File: src/rtl/fifo_wr_arbiter_pkg.sv
// Shared definitions for the FIFO write arbiter: FSM state encoding and
// the grant-select constants used by the round-robin selector.
package fifo_wr_arbiter_pkg;

   typedef enum logic [1:0] {
      ST_IDLE    = 2'd0,
      ST_WR_A    = 2'd1,
      ST_WR_B_LO = 2'd2,
      ST_WR_B_HI = 2'd3
   } state_t;

   localparam logic GNT_A = 1'b0;
   localparam logic GNT_B = 1'b1;

endpackage

File: src/rtl/fifo_wr_arbiter_rr_sel.sv
// Two-way round-robin selector: on a tie, grants the requester that was not
// granted last; otherwise grants whichever requester is active.
module fifo_wr_rr_sel
   import fifo_wr_arbiter_pkg::*;
(
   input  logic i_req_a,
   input  logic i_req_b,
   input  logic i_last_gnt,
   output logic o_gnt,
   output logic o_gnt_vld
);

   always_comb begin
      o_gnt_vld = i_req_a | i_req_b;
      o_gnt     = GNT_A;
      if (i_req_a && i_req_b) begin
         o_gnt = (i_last_gnt == GNT_B) ? GNT_A : GNT_B;
      end else if (i_req_b) begin
         o_gnt = GNT_B;
      end
   end

endmodule

File: src/rtl/fifo_wr_arbiter.sv
// Arbitrates a byte requester (A) and a double-width requester (B) onto a
// single FIFO write port; B words are written LSB first, never interleaved.
module fifo_wr_arbiter
   import fifo_wr_arbiter_pkg::*;
#(
   parameter int DATA_WIDTH = 8
) (
   input  logic                    i_clk,
   input  logic                    i_rst_n,
   input  logic                    i_req_a,
   input  logic [DATA_WIDTH-1:0]   i_data_a,
   input  logic                    i_req_b,
   input  logic [2*DATA_WIDTH-1:0] i_data_b,
   input  logic                    i_full,
   output logic                    o_ack_a,
   output logic                    o_ack_b,
   output logic [DATA_WIDTH-1:0]   o_wr_data,
   output logic                    o_w_inc,
   output logic                    o_busy
);

   state_t                  r_state;
   logic                    r_last_gnt;
   logic                    r_ack_a;
   logic                    r_ack_b;
   logic [DATA_WIDTH-1:0]   r_wr_data;
   logic [DATA_WIDTH-1:0]   r_cap_hi;
   logic                    w_gnt;
   logic                    w_gnt_vld;

   fifo_wr_rr_sel u_rr_sel (
      .i_req_a    (i_req_a),
      .i_req_b    (i_req_b),
      .i_last_gnt (r_last_gnt),
      .o_gnt      (w_gnt),
      .o_gnt_vld  (w_gnt_vld)
   );

   // The MSB half of a B word waits in r_cap_hi while the LSB is on the port.
   always_ff @(posedge i_clk or negedge i_rst_n) begin
      if (!i_rst_n) begin
         r_state    <= ST_IDLE;
         r_last_gnt <= GNT_B;
         r_ack_a    <= 1'b0;
         r_ack_b    <= 1'b0;
         r_wr_data  <= '0;
         r_cap_hi   <= '0;
      end else begin
         r_ack_a <= 1'b0;
         r_ack_b <= 1'b0;
         case (r_state)
            ST_IDLE: begin
               if (w_gnt_vld) begin
                  r_last_gnt <= w_gnt;
                  if (w_gnt == GNT_A) begin
                     r_wr_data <= i_data_a;
                     r_ack_a   <= 1'b1;
                     r_state   <= ST_WR_A;
                  end else begin
                     r_wr_data <= i_data_b[DATA_WIDTH-1:0];
                     r_cap_hi  <= i_data_b[2*DATA_WIDTH-1:DATA_WIDTH];
                     r_ack_b   <= 1'b1;
                     r_state   <= ST_WR_B_LO;
                  end
               end
            end
            ST_WR_A: begin
               if (!i_full) r_state <= ST_IDLE;
            end
            ST_WR_B_LO: begin
               if (!i_full) begin
                  r_wr_data <= r_cap_hi;
                  r_state   <= ST_WR_B_HI;
               end
            end
            ST_WR_B_HI: begin
               if (!i_full) r_state <= ST_IDLE;
            end
            default: r_state <= ST_IDLE;
         endcase
      end
   end

   assign o_w_inc   = (r_state != ST_IDLE) && !i_full;
   assign o_busy    = (r_state != ST_IDLE);
   assign o_ack_a   = r_ack_a;
   assign o_ack_b   = r_ack_b;
   assign o_wr_data = r_wr_data;

endmodule

File: config.mk
export PLATFORM = sky130hd
export DESIGN_NAME = fifo_wr_arbiter
export DESIGN_NICKNAME = d
export VERILOG_FILES = /design/src/rtl/fifo_wr_arbiter_pkg.sv /design/src/rtl/fifo_wr_arbiter_rr_sel.sv /design/src/rtl/fifo_wr_arbiter.sv
export SDC_FILE = /design/constraint.sdc
export NUM_CORES = 1
export LEC_CHECK = 0
export ABC_AREA = 0
export CORE_MARGIN = 3
export CORE_UTILIZATION = 40
export DETAILED_ROUTE_END_ITERATION = 7
export GPL_TIMING_DRIVEN = 0
export PLACE_DENSITY = 0.73
export SKIP_LAST_GASP = 1
export SYNTH_ARGS = -nofsm -noshare
export SYNTH_HDL_FRONTEND = slang
export SYNTH_SLANG_ARGS = --single-unit
export TNS_END_PERCENT = 20
File: constraint.sdc
create_clock -name i_clk -period 1.5 [get_ports i_clk]
set_input_delay 0.15 -clock i_clk [delete_from_list [all_inputs] [get_ports i_clk]]
set_output_delay 0.15 -clock i_clk [all_outputs]
set_load 0.005 [all_outputs]
==> impl_metrics.ini, run 1 <==
[global_route]
grt_pass1_wl_mm = 4.63
grt_util_all_layers_pct = 17.8
grt_max_degree = 22
antenna_found_initial = 0
grt_pass1_vias = 1043
overflow = 0

[placement]
dpl_cell_area_um2 = 1540
portBuffers = 39
place_hpwl_mm = 2.15
pre_cts_ws_ns = -0.321
gp_congestion = 0.811

[synthesis]
synthCells = 104
synth_warnings = 0
synth-seq-cells = 21
synth.avg_cell_area_um2 = 10.7
netlist_area_um2 = 1110
synth_fp_nets = 133
ys_types = 31
yosysSeqAreaShare_pct = 47.3

[cells_and_area]
final_nets = 181
finalInstanceArea_um2 = 1620
drive_gt1_share_pct = 20.5
diodes = 0
area_delta_synth_final_pct = 45.6

[sta]
rsz0062_at_grt = true
clock_skew_ns = 0.00325
relSlewSlack_pct = 39.0
fmax_ghz = 0.667
setup_slack_ns = 0.00000788
fin_crit_ns = 1.50
finalSetupViolCount = 0
hold_viol = 0
slew_violations = 0
worst_slew_pin_slew_ns = 0.912
post-route-period-util_pct = 100

[die]
dieWidth_um = 58.8
core_um2 = 2570
die_area_um2 = 3450
io_pins = 41
die_y_um = 58.8
rows = 18
initial_core_util_pct = 43.4

[routing]
dr.pass1.iters = 4
drt_iter0_drc = 45
vias = 1017
via_per_inst = 5.62
routedWlPerCell_um = 15.8
drc = 0
ant_nets = 0
wirelength_mm = 2.86

[power_and_ir_drop]
power.switching_mw = 0.974
power.leakage_nw = 0.682
pwr-share-clk_pct = 10.4
p_comb_share_pct = 52.5
switching_share_pct = 35.0
p_per_area_nw_per_um2 = 1720
peakVddDrop_uv = 1010
share_seq_of_total_power_pct = 37.1
p_int_mw = 1.81

[hold_path]
hold_class = in -> reg
hold_path_depth = 3
worstHoldStart = i_req_b
hold_path_end = r_last_gnt$_DFFE_PN1P_

[critical_path]
reg2reg_depth = 3
cp.arrival_ns = 1.35
r2r_setup_slack_ns = 0.000008
worstPathMaxFanout = 10
required_ns = 1.35
setup.worst_path.class = reg -> out
r2r-end = r_cap_hi[6]$_DFFE_PN0P_
crit_path_end_kind = output pin
reg2reg_from = r_last_gnt$_DFFE_PN1P_
cp-start-kind = flop

[cts]
path_clk_slew_ns = 0.12
htreeDepth = 1
cts.sinks = 21
numCtsBuffers = 3
cts-root-buf = clkbuf_4
ctsHoldBuffers = 0
clk-insertion-delay-late_ns = 0.32
tritoncts = done
clockBufferDepth = 2

[outcome]
outcome = finished, final reports clean

[run]
drv_cap = 0
[metrics by stage]
step	utilization (%)	hold slack [ns]	cells	power, mW	setup TNS, ns
finish	63.2	0.114	181	2.78	0
global route	63.2	0.146	181	2.99	-0.692
CTS	62.1	0.127	179	2.74	-0.151
detailed placement	60.0	0.476	173	2.38	-4.35
global placement	60.0	0.445	173	2.32	-3.75
floorplan	-	-0.146	104	1.79	0
[timing repair]
item,in CTS,in global routing
gates resized for setup,4,5
pin swaps,1,1
setup endpoints to repair,4,18
buffers inserted,2,2
[worst max path at each step]
| stage | from | to | slack, ns | cells past startpoint |
|---|---|---|---|---|
| floorplan | r_state[1]$_DFFE_PN0P_ | o_wr_data[4]$_DFFE_PN0P_ | 0.14 | 4 |
| global placement | i_req_a | o_wr_data[6]$_DFFE_PN0P_ | -0.29 | 4 |
| detailed placement | i_req_a | o_wr_data[6]$_DFFE_PN0P_ | -0.32 | 4 |
| CTS | r_state[1]$_DFFE_PN0P_ | o_busy | -0.14 | 4 |
| global route | r_last_gnt$_DFFE_PN1P_ | r_cap_hi[6]$_DFFE_PN0P_ | -0.06 | 3 |
| finish | r_state[1]$_DFFE_PN0P_ | o_w_inc | 0.000008 | 5 |
[power by group through the flow]
| stage | logic (mW) | clock network [mW] | registers [mW] |
|---|---|---|---|
| 2_1_floorplan | 0.784 | 0 | 1.01 |
| 5_1_grt | 1.60 | 0.322 | 1.07 |
| 3_3_place_gp | 1.30 | 0 | 1.02 |
| 3_5_place_dp | 1.34 | 0 | 1.04 |
| 6_report | 1.46 | 0.289 | 1.03 |
| 4_1_cts | 1.41 | 0.299 | 1.03 |
[critical path, cell delays in order, from the launching register on]
cell	delay (ns)
dfrtp_1	0.39
buf_6	0.14
nor2_4	0.10
buf_4	0.11
nor2_1	0.03
dlygate4sd2_1	0.26
[cell usage in the layout, fill, tap and decap left out, types with 3 or more instances in the layout]
| master | n |
|---|---|
| inv_1 | 6 |
| a21oi_1 | 9 |
| nand3b_1 | 6 |
| mux2_2 | 8 |
| nand2_1 | 5 |
| dfrtp_1 | 19 |
| clkbuf_4 | 3 |
| a32o_1 | 6 |
| nor2_1 | 4 |
| buf_4 | 4 |
| clkdlybuf4s50_1 | 37 |
| or3_1 | 12 |
[cell type report]
class                           instances  area (um2)
Multi-Input combinational cell         70         536
Inverter                                6        22.5
Clock buffer                            3        22.5
Fill cell                             223         946
Clock inverter                          1        7.51
Timing Repair Buffer                   43         422
Buffer                                  7        46.3
Sequential cell                        21         528
Tap cell                               30        37.5
[routing by layer]
metal / wire, um / global-route usage (%)
met1: 1170 / 21.1
met2: 1450 / 30.1
met5: 0 / 0
met4: 62 / 7.12
met3: 186 / 5.26
[state kept, by name, summed over array words and instances, names as in the netlist]
signal      flops
o_wr_data       8
r_cap_hi        8
r_state         2
o_ack_a         1
o_ack_b         1
r_last_gnt      1
[cells by family after synthesis]
logic type	after synthesis	share of synthesized area [%]
and+or+nand+nor	35	19.7
AOI/OAI and AO/OA	27	19.6
DFF	21	47.3
buffers and inverters	13	5.39
muxes	8	8.09
[cell usage after synthesis (all sizes together)]
cell    number  share of area, %
or3b         1              0.79
nand2        5               1.7
clkbuf       2              0.67
mux2         8               8.1
o21ba        1              0.90
a21oi        9               4.0
buf          5               2.7
dfrtp       20                45
nor3         1              0.45
o21bai       1              0.67
and3         1              0.56
a21boi       1              0.67
a22oi        1              0.67
o211ai       2               1.3
a21bo        1               1.5
nand2b       1              0.56
a32o         6               5.4
dfstp        1               2.4
inv          6               2.0
or3         12               6.7
nor2b        1              0.56
a311oi       1              0.79
nand3b       7               5.8
o221ai       2               1.6
nor2         5               1.9
and2         1              0.56
o221a        2               2.0
No activity file was read; power rests on OpenSTA's default activity.
==> run 2: changes to the inputs <==
--- a/config.mk
+++ b/config.mk
@@ -7,3 +7,3 @@
 export LEC_CHECK = 0
-export ABC_AREA = 0
+export ABC_AREA = 1
 export CORE_MARGIN = 3
--- a/constraint.sdc
+++ b/constraint.sdc
@@ -3,2 +3,2 @@
 set_output_delay 0.15 -clock i_clk [all_outputs]
-set_load 0.005 [all_outputs]
+set_load 0.05 [all_outputs]
==> run 2 against run 1 <==
  * The flow now finishes with violations (setup timing)
  * Cell area decreased by 1.5%
  * Clock power decreased by 3%
  * Sequential share of layout area increased by 0.48 points
  * Die area increased by 0.92%
  * Fmax decreased by 8.3%
  * Wire length increased by 2.9%
  * First-iteration DRC count increased by 40%
  * Synthesized cell count increased by 41%
  * Count of clock-buffer cells in the layout unchanged
  * Largest power group unchanged
  * Highest routed layer unchanged
==> impl_metrics.ini, run 2 <==
[synthesis]
synthArstFlopShare_pct = 100
synth.most_common_cell = nand2_1
yosysSeqAreaShare_pct = 46.8
yosys.area.top_type = dfrtp_1
synth-seq-cells = 21
synth.avg_cell_area_um2 = 7.65
ys_types = 16
synth_largest_type_area_fraction_pct = 44.5
synth_edf_count = 0
synth_warnings = 0
netlist_area_um2 = 1120
ys.flop_type = dfrtp_1
synthTopCellsByCount = nand2_1 (65), dfrtp_1 (20), nand3_1 (16)
synth_fp_nets = 176
synthTopCellsByArea = dfrtp_1 (44%), nand2_1 (22%), nand3_1 (7.1%), buf_6 (4.0%), nor2_1 (4.0%)
synthCells = 147

[critical_path]
crit_family = buffers and inverters
cp.arrival_ns = 1.49
slowest_delay_ns = 0.81
worstPathMaxFanout = 2
slowest_stage = clkdlybuf4s50_1
cp_cell_sequence = clkdlybuf4s50_1
crit_path_end_kind = output pin
critPathBufInv = 1
endpoint = o_wr_data[1]
reg2reg_depth = 8
setup.worst_path.start = o_wr_data[1]$_DFFE_PN0P_
r2r_setup_slack_ns = 0.05
r2r-end = r_state[1]$_DFFE_PN0P_
cp-start-kind = flop
reg2reg_from = r_last_gnt$_DFFE_PN1P_
setup.worst_path.class = reg -> out
required_ns = 1.35
cp.depth = 1

[outcome]
violations = setup timing
outcome = complete, but fails checks

[routing]
drt_iter0_drc = 63
ant_nets = 0
drc = 0
routedWlPerCell_um = 13.3
dr.pass1.iters = 4
vias = 1108
via_per_inst = 5.01
wirelength_mm = 2.95

[cts]
tritoncts = done
numCtsBuffers = 3
cts-root-buf = clkbuf_4
ctsHoldBuffers = 0
cts_resized = 8
cts_setup_buffers = 0
clk-insertion-delay-late_ns = 0.31
clockBufferDepth = 2
htreeDepth = 1
path_clk_slew_ns = 0.12
cts.sinks = 21

[die]
io_pins = 41
initial_core_util_pct = 43.8
dieWidth_um = 59.0
die_y_um = 59.0
rows = 18
core_um2 = 2570
die_area_um2 = 3480

[cells_and_area]
drive_gt1_share_pct = 15.2
final_nets = 221
final_cell_mix = nand2_1 (65), clkdlybuf4s50_1 (35), dfrtp_1 (19)
diodes = 0
fill_cells = 248
finalInstanceArea_um2 = 1600
area_delta_synth_final_pct = 42.0
mostFrequentLayoutCell = nand2_1

[power_and_ir_drop]
p_per_area_nw_per_um2 = 2040
power.leakage_nw = 0.831
peakVddDrop_uv = 1520

[global_route]
gr-usage-met3_pct = 2.18
use_met2_pct = 28.1
grt_util_all_layers_pct = 17.7
grt_max_degree = 22
met1_usage_pct = 24.9
grt_pass1_wl_mm = 4.80
grt_pass1_vias = 1086
gr-max-usage-layer = met2
overflow = 0
antenna_found_initial = 0

[hold_path]
hold_class = in -> async

[sta]
post-route-period-util_pct = 109
finalSetupViolCount = 8
hold_viol = 0
worst_slew_pin_slew_ns = 0.951
fmax_ghz = 0.611
slew_violations = 0
clock_skew_ns = 0.00689
rsz0062_at_grt = true
relSlewSlack_pct = 36.4
fin_setup_tns_ns = -0.872
fin_crit_ns = 1.64
setup_slack_ns = -0.135

[placement]
dpl_cell_area_um2 = 1560
gp_congestion = 0.783
portBuffers = 40
pre_cts_ws_ns = -0.238
place_hpwl_mm = 2.10

[run]
drv_cap = 0
[run 2: cell types whose count changed after synthesis, sizes merged, moves of 6 or more]
cell	before	now
a32o	6	0
mux2	8	0
nand2	5	72
nand3	0	17
nand3b	7	0
nor2	5	15
or3	12	0
[run 2: worst min path at each step]
| stage | start | to | slack, ns | depth (start not counted) |
|---|---|---|---|---|
| 5_1_grt | i_data_b[11] | r_cap_hi[3]$_DFFE_PN0P_ | 0.37 | 3 |
| 6_report | i_rst_n | r_cap_hi[7]$_DFFE_PN0P_ | 0.35 | 1 |
| 2_1_floorplan | i_rst_n | o_ack_a$_DFF_PN0_ | -0.15 | 0 |
| 3_3_place_gp | r_last_gnt$_DFFE_PN1P_ | r_last_gnt$_DFFE_PN1P_ | 0.46 | 2 |
| 3_5_place_dp | r_last_gnt$_DFFE_PN1P_ | r_last_gnt$_DFFE_PN1P_ | 0.46 | 2 |
| 4_1_cts | i_data_b[9] | r_cap_hi[1]$_DFFE_PN0P_ | 0.37 | 3 |
[run 2: stage by stage]
stage          hold slack, ns  util [%]  power (mW)  cells
3_3_place_gp            0.456      60.9        2.98    217
4_1_cts                 0.367      62.0        3.28    221
2_1_floorplan          -0.146         -        2.40    147
5_1_grt                 0.374      62.2        3.50    221
3_5_place_dp            0.458      60.9        3.01    217
6_report                0.355      62.2        3.27    221
[run 2: power breakdown]
part	internal, mW	switching [mW]
sequential	0.844	0.175
combinational	0.684	1.28
clock	0.0997	0.180
total	1.63	1.64
[run 2: kinds of logic after synthesis]
kind of cell,count (synthesis),synth area share (%)
and+or+nand+nor,104,41.7
DFF,21,46.8
buffers and inverters,12,6.67
AOI/OAI and AO/OA,10,4.78
[run 2: area by class of cell]
class | count | area, um2 | share of cell area [%]
sequential | 21 | 528 | 33.0
multi-input combinational | 114 | 523 | 32.7
timing repair buffer | 40 | 407 | 25.5
buffer | 4 | 45.0 | 2.82
tap | 30 | 37.5 | 2.35
inverter | 8 | 30.0 | 1.88
clock buffer | 3 | 22.5 | 1.41
clock inverter | 1 | 5.00 | 0.313
[run 2: metal layers]
metal	wire, um	part of all wire (%)
met5	0	0
met4	42	1.4
met3	208	7.1
met2	1420	48
met1	1280	43
==> run 3: changes to the inputs <==
- SKIP_CTS_REPAIR_TIMING: default -> 1
- SLEW_MARGIN: default -> 5
==> run 3 against run 2 <==
  * The flow still finishes with violations (setup timing)
  * Clock power rose by 1%
  * Cell area shrank 0.47%
  * Combinational power about the same
  * Fmax is 1.3% lower
  * Wire length grew 0.78%
  * Clock skew is 0.0038 ns higher
  * Cell count is the same
  * Largest cell class unchanged
==> impl_metrics.ini, run 3 (synthesis gave the netlist of run 2 again) <==
[cts]
tritoncts = done
clk-insertion-delay-late_ns = 0.31
numCtsBuffers = 3
cts.sinks = 21
htreeDepth = 1
cts-root-buf = clkbuf_4
path_clk_slew_ns = 0.13
clockBufferDepth = 2

[die]
initial_core_util_pct = 43.8
die_y_um = 59.0
rows = 18
die_area_um2 = 3480
io_pins = 41
dieWidth_um = 59.0
core_um2 = 2570

[routing]
drc = 0
via_per_inst = 4.99
wirelength_mm = 2.97
routedWlPerCell_um = 13.4
drt_iter0_drc = 66
ant_nets = 0
vias = 1103
dr.pass1.iters = 4

[sta]
hold_slack_ns = 0.351
finalSetupViolCount = 10
relSlewSlack_pct = 36.3
setup_slack_ns = -0.156
post-route-period-util_pct = 110
slew_violations = 0
worst_slew_pin_slew_ns = 0.952
clock_skew_ns = 0.0107
fmax_ghz = 0.604
hold_viol = 0
rsz0062_at_grt = true
fin_crit_ns = 1.66

[critical_path]
cp.arrival_ns = 1.51
reg2reg_from = r_last_gnt$_DFFE_PN1P_
critPathBufInv = 1
crit_family = buffers and inverters
cp-start-kind = flop
r2r-end = r_state[1]$_DFFE_PN0P_
crit_path_end_kind = output pin
worstPathMaxFanout = 2
setup.worst_path.class = reg -> out
slowest_delay_ns = 0.81
cp_cell_sequence = clkdlybuf4s50_1
slowest_stage = clkdlybuf4s50_1
reg2reg_depth = 8
r2r_setup_slack_ns = 0.04
required_ns = 1.35

[global_route]
gr-max-usage-layer = met2
grt_pass1_wl_mm = 4.80
antenna_found_initial = 0
grt_max_degree = 22
grt_util_all_layers_pct = 17.7
met1_usage_pct = 24.9
grt_pass1_vias = 1086
gr-usage-met3_pct = 2.18
overflow = 0
use_met2_pct = 28.1

[power_and_ir_drop]
power_mw = 3.27
p_per_area_nw_per_um2 = 2060
power.leakage_nw = 0.831
peakVddDrop_uv = 1570

[placement]
place_hpwl_mm = 2.10
dpl_cell_area_um2 = 1560
pre_cts_ws_ns = -0.238
portBuffers = 40
gp_congestion = 0.783

[cells_and_area]
final_cell_mix = nand2_1 (65), clkdlybuf4s50_1 (37), dfrtp_1 (20)
mostFrequentLayoutCell = nand2_1
finalInstanceArea_um2 = 1590
area_delta_synth_final_pct = 41.4
drive_gt1_share_pct = 14.1
utilization_pct = 61.9
final_nets = 221
diodes = 0
fill_cells = 247

[outcome]
outcome = complete, but fails checks
violations = setup timing

[hold_path]
hold_class = in -> async

[run]
drv_cap = 0
## run 3: changes by cell type in the layout (fill, tap and decap cells not counted)
cell             change
dlygate4sd2_1        -1
dfrtp_1              +1
clkdlybuf4s50_1      +2
dfrtp_2              -1
clkdlybuf4s15_2      -2
clkbuf_2             +1
## run 3: worst max-delay path by stage
stage,startpoint,to,slack [ns],depth (start not counted)
after floorplan,r_state[1]$_DFFE_PN0P_,o_w_inc,0.11,2
after global placement,i_full,o_w_inc,-0.23,3
after detailed placement,i_full,o_w_inc,-0.24,3
after CTS,r_state[1]$_DFFE_PN0P_,o_w_inc,-0.51,3
after global routing,r_state[1]$_DFFE_PN0P_,o_w_inc,-0.20,3
final,o_wr_data[7]$_DFFE_PN0P_,o_wr_data[7],-0.16,1
## run 3: routing by layer
layer / vias up / wire length (um)
met1: 503 / 1320
met2: 44 / 1420
met5: - / 0
li1: 551 / -
met3: 5 / 191
met4: 0 / 34
## run 3: final cells by class
| type | instances | area (um2) | area share (%) |
|---|---|---|---|
| multi-input combinational | 114 | 523 | 32.9 |
| tap | 30 | 37.5 | 2.36 |
| sequential | 21 | 527 | 33.1 |
| clock buffer | 3 | 22.5 | 1.42 |
| buffer | 4 | 45.0 | 2.83 |
| inverter | 8 | 30.0 | 1.89 |
| clock inverter | 1 | 5.00 | 0.315 |
| timing repair buffer | 40 | 400 | 25.2 |
## run 3: metrics by stage
step	setup TNS [ns]	std cells
final	-1.30	221
after global placement	-0.390	217
after CTS	-2.33	221
after floorplan	0	147
after global routing	-1.75	221
after detailed placement	-0.486	217
## run 3: where the power goes
part           switching (mW)  internal, mW
clock                   0.184        0.0997
sequential              0.176         0.841
combinational            1.29         0.685
total                    1.65          1.63
## run 3: worst register-to-register path, cell delays in order, from the launching register on
cell	delay, ns
dfstp_2	0.56
nand2_2	0.15
nand2_4	0.19
inv_2	0.05
nand2_1	0.11
buf_6	0.16
nand2_2	0.05
nand2_1	0.05
nand2_1	0.05
